===== src/rtl/tt_proj_ctrl.sv =====
// Project mux controller: pad-driven select counter, enable/settle FSM and per-project I/O routing.
// Define TT_PROJ_CTRL_SYNC2_EN for a 2-flop ctrl synchronizer; the default build uses a single flop.
module tt_proj_ctrl #(
    parameter int NUM_PROJ   = 8,
    parameter int SEL_W      = 3,
    parameter int SETTLE_CYC = 4
) (
    input  logic                   clk,
    input  logic                   rst,
    input  logic                   ctrl_sel_rst,
    input  logic                   ctrl_sel_inc,
    input  logic                   ctrl_ena,
    input  logic                   pad_clk,
    input  logic                   pad_rst_n,
    input  logic [7:0]             pad_ui_in,
    input  logic [7:0]             pad_uio_in,
    output logic [7:0]             pad_uo_out,
    output logic [7:0]             pad_uio_out,
    output logic [7:0]             pad_uio_oe,
    output logic [NUM_PROJ-1:0]    proj_ena,
    output logic [NUM_PROJ*18-1:0] proj_iw,
    input  logic [NUM_PROJ*24-1:0] proj_ow,
    output logic [SEL_W-1:0]       sel_addr,
    output logic                   busy
);
    localparam int CNT_W = (SETTLE_CYC > 2) ? $clog2(SETTLE_CYC) : 1;

    typedef enum logic [1:0] {IDLE, HOLD, ACTIVE} state_t;

    state_t           state;
    logic [SEL_W-1:0] sel_q;
    logic [CNT_W-1:0] settle_q;
    logic             block_q;
    logic [2:0]       ctrl_raw;
    logic [2:0]       ctrl_s;
    logic [2:0]       hist_q;
    logic [2:0]       ctrl_edge;
    logic             ctrl_vld;
    logic [23:0]      sel_ow;

    // Bit order: [2] ena, [1] sel_inc, [0] sel_rst.
    assign ctrl_raw = {ctrl_ena, ctrl_sel_inc, ctrl_sel_rst};

`ifdef TT_PROJ_CTRL_SYNC2_EN
    logic [2:0] meta_q;
    logic [2:0] sync_q;
    logic [1:0] vld_q;

    always_ff @(posedge clk) begin
        if (rst) begin
            meta_q <= '0;
            sync_q <= '0;
            vld_q  <= '0;
        end else begin
            meta_q <= ctrl_raw;
            sync_q <= meta_q;
            vld_q  <= {vld_q[0], 1'b1};
        end
    end

    assign ctrl_vld = vld_q[1];
`else
    logic [2:0] sync_q;
    logic       vld_q;

    always_ff @(posedge clk) begin
        if (rst) begin
            sync_q <= '0;
            vld_q  <= 1'b0;
        end else begin
            sync_q <= ctrl_raw;
            vld_q  <= 1'b1;
        end
    end

    assign ctrl_vld = vld_q;
`endif

    assign ctrl_s = sync_q;

    always_ff @(posedge clk) begin
        if (rst) hist_q <= '0;
        else     hist_q <= ctrl_s;
    end

    assign ctrl_edge = ctrl_s & ~hist_q;

    // block_q stops a ctrl_ena held high across reset from looking like a fresh rising edge:
    // it only clears once a post-reset synchronized sample of ctrl_ena reads low.
    always_ff @(posedge clk) begin
        if (rst) begin
            state    <= IDLE;
            sel_q    <= '0;
            settle_q <= '0;
            block_q  <= 1'b1;
            {pad_uio_oe, pad_uio_out, pad_uo_out} <= '0;
        end else begin
            {pad_uio_oe, pad_uio_out, pad_uo_out} <= '0;
            if (block_q && ctrl_vld && !ctrl_s[2]) block_q <= 1'b0;
            case (state)
                IDLE: begin
                    if (ctrl_edge[0])
                        sel_q <= '0;
                    else if (ctrl_edge[1])
                        sel_q <= (sel_q == SEL_W'(NUM_PROJ - 1)) ? '0 : sel_q + SEL_W'(1);
                    if (ctrl_edge[2] && !block_q) begin
                        state    <= HOLD;
                        settle_q <= CNT_W'(SETTLE_CYC - 1);
                    end
                end
                HOLD: begin
                    if (!ctrl_s[2])              state    <= IDLE;
                    else if (settle_q == '0)     state    <= ACTIVE;
                    else                         settle_q <= settle_q - CNT_W'(1);
                end
                ACTIVE: begin
                    if (!ctrl_s[2]) state <= IDLE;
                    else            {pad_uio_oe, pad_uio_out, pad_uo_out} <= sel_ow;
                end
                default: state <= IDLE;
            endcase
        end
    end

    always_comb begin
        proj_ena = '0;
        proj_iw  = '0;
        sel_ow   = '0;
        for (int unsigned p = 0; p < NUM_PROJ; p++) begin
            if (sel_q == SEL_W'(p)) begin
                sel_ow = proj_ow[p*24 +: 24];
                if (state != IDLE) begin
                    proj_ena[p] = 1'b1;
                    proj_iw[p*18 +: 18] = (state == ACTIVE) ?
                        {pad_uio_in, pad_ui_in, pad_rst_n, pad_clk} :
                        {16'h0000, 1'b0, pad_clk};
                end
            end
        end
    end

    assign sel_addr = sel_q;
    assign busy     = (state != IDLE);

endmodule

===== config.mk =====
export PLATFORM = sky130hd
export DESIGN_NAME = tt_proj_ctrl
export DESIGN_NICKNAME = d
export VERILOG_FILES = /design/src/rtl/tt_proj_ctrl.sv
export SDC_FILE = /design/constraint.sdc
export NUM_CORES = 1
export LEC_CHECK = 0
export BUFFER_PORTS_ARGS = -buffer_cell sky130_fd_sc_hd__buf_2
export CAP_MARGIN = 15
export CELL_PAD_IN_SITES_DETAIL_PLACEMENT = 1
export CELL_PAD_IN_SITES_GLOBAL_PLACEMENT = 2
export CORE_MARGIN = 2
export CORE_UTILIZATION = 14
export CTS_CLUSTER_DIAMETER = 150
export CTS_CLUSTER_SIZE = 20
export DETAILED_ROUTE_END_ITERATION = 12
export PLACE_DENSITY_LB_ADDON = 0.08
export SETUP_SLACK_MARGIN = 0.2
export SLEW_MARGIN = 20
export SYNTH_ARGS = -nofsm -noshare
export SYNTH_HDL_FRONTEND = slang
export SYNTH_SLANG_ARGS = --single-unit

===== constraint.sdc =====
create_clock -name clk -period 1.81 [get_ports clk]
set_input_delay 0.362 -clock clk [delete_from_list [all_inputs] [get_ports clk]]
set_output_delay 0.362 -clock clk [all_outputs]
set_load 0.01 [all_outputs]

==> flow_metrics.tcl <==
set metrics [dict create \
    synth_edf_count 0 \
    crit_fanout 11 \
    start_kind "flop" \
    die_x_um 168.1 \
    synthCells 574 \
    crit_buf_inv 3 \
    grt_pass1_wl_um 44750 \
    dieArea_sq_mm 0.02826 \
    place_area_sq_mm 0.006748 \
    hp-class "in2reg" \
    finalSetupTns_ps -17420 \
    core_sq_mm 0.02673 \
    ys_async_sr_fraction_pct 0 \
    crit_arrival_ps 1620 \
    antenna_found_initial 10 \
    status "complete, but fails checks" \
    violations "negative setup slack" \
    multi_input_area_sq_mm 0.003657 \
    setup_violations 175 \
    avgRoutedWirePerCell_um 23.26 \
    ys_seq_area_share_pct 20.71 \
    slew_headroom_pct 72.49 \
    cts_made_buffers 5 \
    p_leak_nw 4.160 \
    viasPerCell 4.612 \
    syn_avg_cell_area_sq_um 6.568 \
    finalHoldViolCount 0 \
    n_fill_cell 3175 \
    clkSinkCount 39 \
    place.port_buffers 394 \
    fmax_ghz 0.5039 \
    min_period_over_period_pct 109.7 \
    busiest_layer "met2" \
    path_cells "buf_4 > ha_4 > ha_4 > buf_12 > and3_1 > buf_2" \
    initial_utilization_pct 14.11 \
    place_congestion 0.7963 \
    cts_root_buf "clkbuf_16" \
    ys.flop_type "dfxtp_1" \
    grt_max_degree 25 \
    max_stage_delay_ps 350 \
    cp_data_required_time_ps 1450 \
    io_pins 395 \
    ys_warn_count 0 \
    ant_nets 0 \
    grt_use_met1_pct 24.66 \
    drc 0 \
    use_met2_pct 39.56 \
    critPathMostFrequentCell "ha_4" \
    cp-end-kind "output pin" \
    vdd_drop_max_mv 0.2929 \
    setup_slack_ps -174.7 \
    worst_slew_pin_slew_ps 410.8 \
    path_class "reg2out" \
    maxCapViolCount 0 \
    rsz0062_at_grt "yes" \
    final.min_clock_period_ps 1985 \
    placed_cells 1297 \
    grt_overflow 0 \
    fin_cells 1388 \
    die_h_um 168.1 \
    fin_skew_ps 6.988 \
    first_pass_iters 4 \
    drv_slew 0 \
    clock_path_buffers 2 \
    slowest_stage "dfxtp_4" \
    drt-initial-drc-count 181 \
    rows 60 \
    cp_top_family "buffers and inverters" \
    cts_tree "done" \
    post-dp-hpwl_um 22030 \
    p_per_area_mw_per_mm2 336.5 \
    h-tree-depth 2 \
    layout.area.seq_sq_um 792.0 \
    grt_pass1_vias 6556 \
    grt_usage_pct 21.33 \
    yosys.cell_types.count 35 \
    vias 6401 \
    syn_nets 796 \
    drive_gt1_share_pct 68.24 \
    cts_hold_buf 0 \
    gr-usage-met3_pct 4.772 \
    clkSlewWorstSetupHoldPaths_ps 70 \
    synth-seq-cells 39 \
    insertion_delay_ps 300 \
    fin_nets 1260 \
    drt-total-wl_um 32280 \
    syn2layout_area_growth_pct 149.3 \
    syn_area_sq_mm 0.003770 \
    stdcell_area_sq_mm 0.009397 \
]
==> per-stage QoR <==
step	hold slack [ps]	setup slack [ps]	power [W]	util [%]
after CTS	265.1	-188.0	0.003130	32.47
final	265.2	-174.7	0.003162	35.16
after floorplan	429.7	153.0	0.001333	-
after global routing	277.0	-208.7	0.003318	35.16
after global placement	451.1	-1.873	0.001822	25.25
after detailed placement	450.6	-49.55	0.001820	25.25
==> cell type report <==
cell class	count	share of cell area, %
antenna	8	0.2130
clock buffer	5	1.332
clock inverter	3	0.1598
inverter	11	0.6791
multi-input combinational	464	38.92
sequential	39	8.429
tap	341	4.541
timing repair buffer	517	45.73
==> repair_timing <==
action | 4_1_cts | 5_1_grt
cloned | 19 | 5
gates resized for setup | 236 | 124
endpoints found under the setup margin | 177 | 178
pin swaps | 92 | 50
buffers inserted | 47 | 4
==> cell usage after synthesis, drive strengths merged, types with 2 or more instances <==
cell    count  area (sq um)
a31oi      23         143.9
nand3      24         120.1
dfxtp      39         780.8
a22o       23         201.4
ha          7         87.58
a221o      24         240.2
nor3        2         10.01
and2        2         15.02
a21oi       5         25.02
o21ai      72         364.1
nor2      141         544.3
clkbuf     26         97.59
o211ai     25         187.7
a211oi      2         15.01
a22oi      23         172.7
nand2      29         108.9
nor2b      36         225.2
mux2i       2         20.02
inv        11         41.29
and3       18         112.6
buf        34         211.4
==> worst paths after layout <==
kind	start	end	slack [ps]	cells past startpoint
worst min register to register	ctrl_s[0]	hist_q[0]	460	1
worst min-delay path	ctrl_sel_rst	ctrl_s[0]	270	2
worst max register to register	sel_addr[1]	pad_uo_out[6]	-120	9
worst max-delay path	sel_addr[1]	proj_iw[57]	-170	6
==> sequential cells by signal (all words and copies together) (netlist names) <==
signal       flops
block_q          1
ctrl_s           3
ctrl_vld         1
hist_q           3
pad_uio_oe       8
pad_uio_out      8
pad_uo_out       8
sel_addr         3
settle_q         2
state            2
==> power breakdown <==
part           internal [W]  leakage, nW  switching (W)
combinational      0.000700         3.77       0.000636
clock              0.000506       0.0734       0.000442
sequential         0.000870        0.319     0.00000795
total               0.00208         4.16        0.00109
==> cell usage in the layout, fill, tap and decap left out, drive strengths merged, types with 2 or more instances in the layout <==
| master | count |
|---|---|
| clkbuf | 9 |
| inv | 10 |
| nand2 | 29 |
| nor2b | 36 |
| a21oi | 5 |
| a31oi | 23 |
| ha | 7 |
| diode | 8 |
| mux2i | 2 |
| nor3 | 2 |
| clkinv | 4 |
| nor2 | 141 |
| o21ai | 72 |
| bufbuf | 3 |
| a211oi | 2 |
| nand3 | 24 |
| buf | 510 |
| dfxtp | 39 |
| and2 | 2 |
| a22oi | 23 |
| o211ai | 25 |
| a22o | 23 |
| and3 | 18 |
| a221o | 24 |
==> worst register-to-register path: cells and delay by family (launching register included) <==
family / cells / cell delay [ps]
DFF: 1 / 350
buffers and inverters: 4 / 570
adders and majority gates: 2 / 370
AOI/OAI and AO/OA: 2 / 380
and+or+nand+nor: 1 / 190
==> layer usage <==
layer	part of all wire, %	wire (um)
met1	39	12750
met2	53	17260
met3	5.6	1822
met4	1.3	417
met5	0.084	27
==> logic make-up after synthesis <==
group | after synthesis | share of synthesized area [%]
fa+ha+maj | 7 | 2.323
flops | 39 | 20.71
compound gates | 198 | 36.04
buf+inv | 71 | 9.293
mux | 2 | 0.5311
simple gates | 257 | 31.10
No activity file was read; power rests on OpenSTA's default activity.
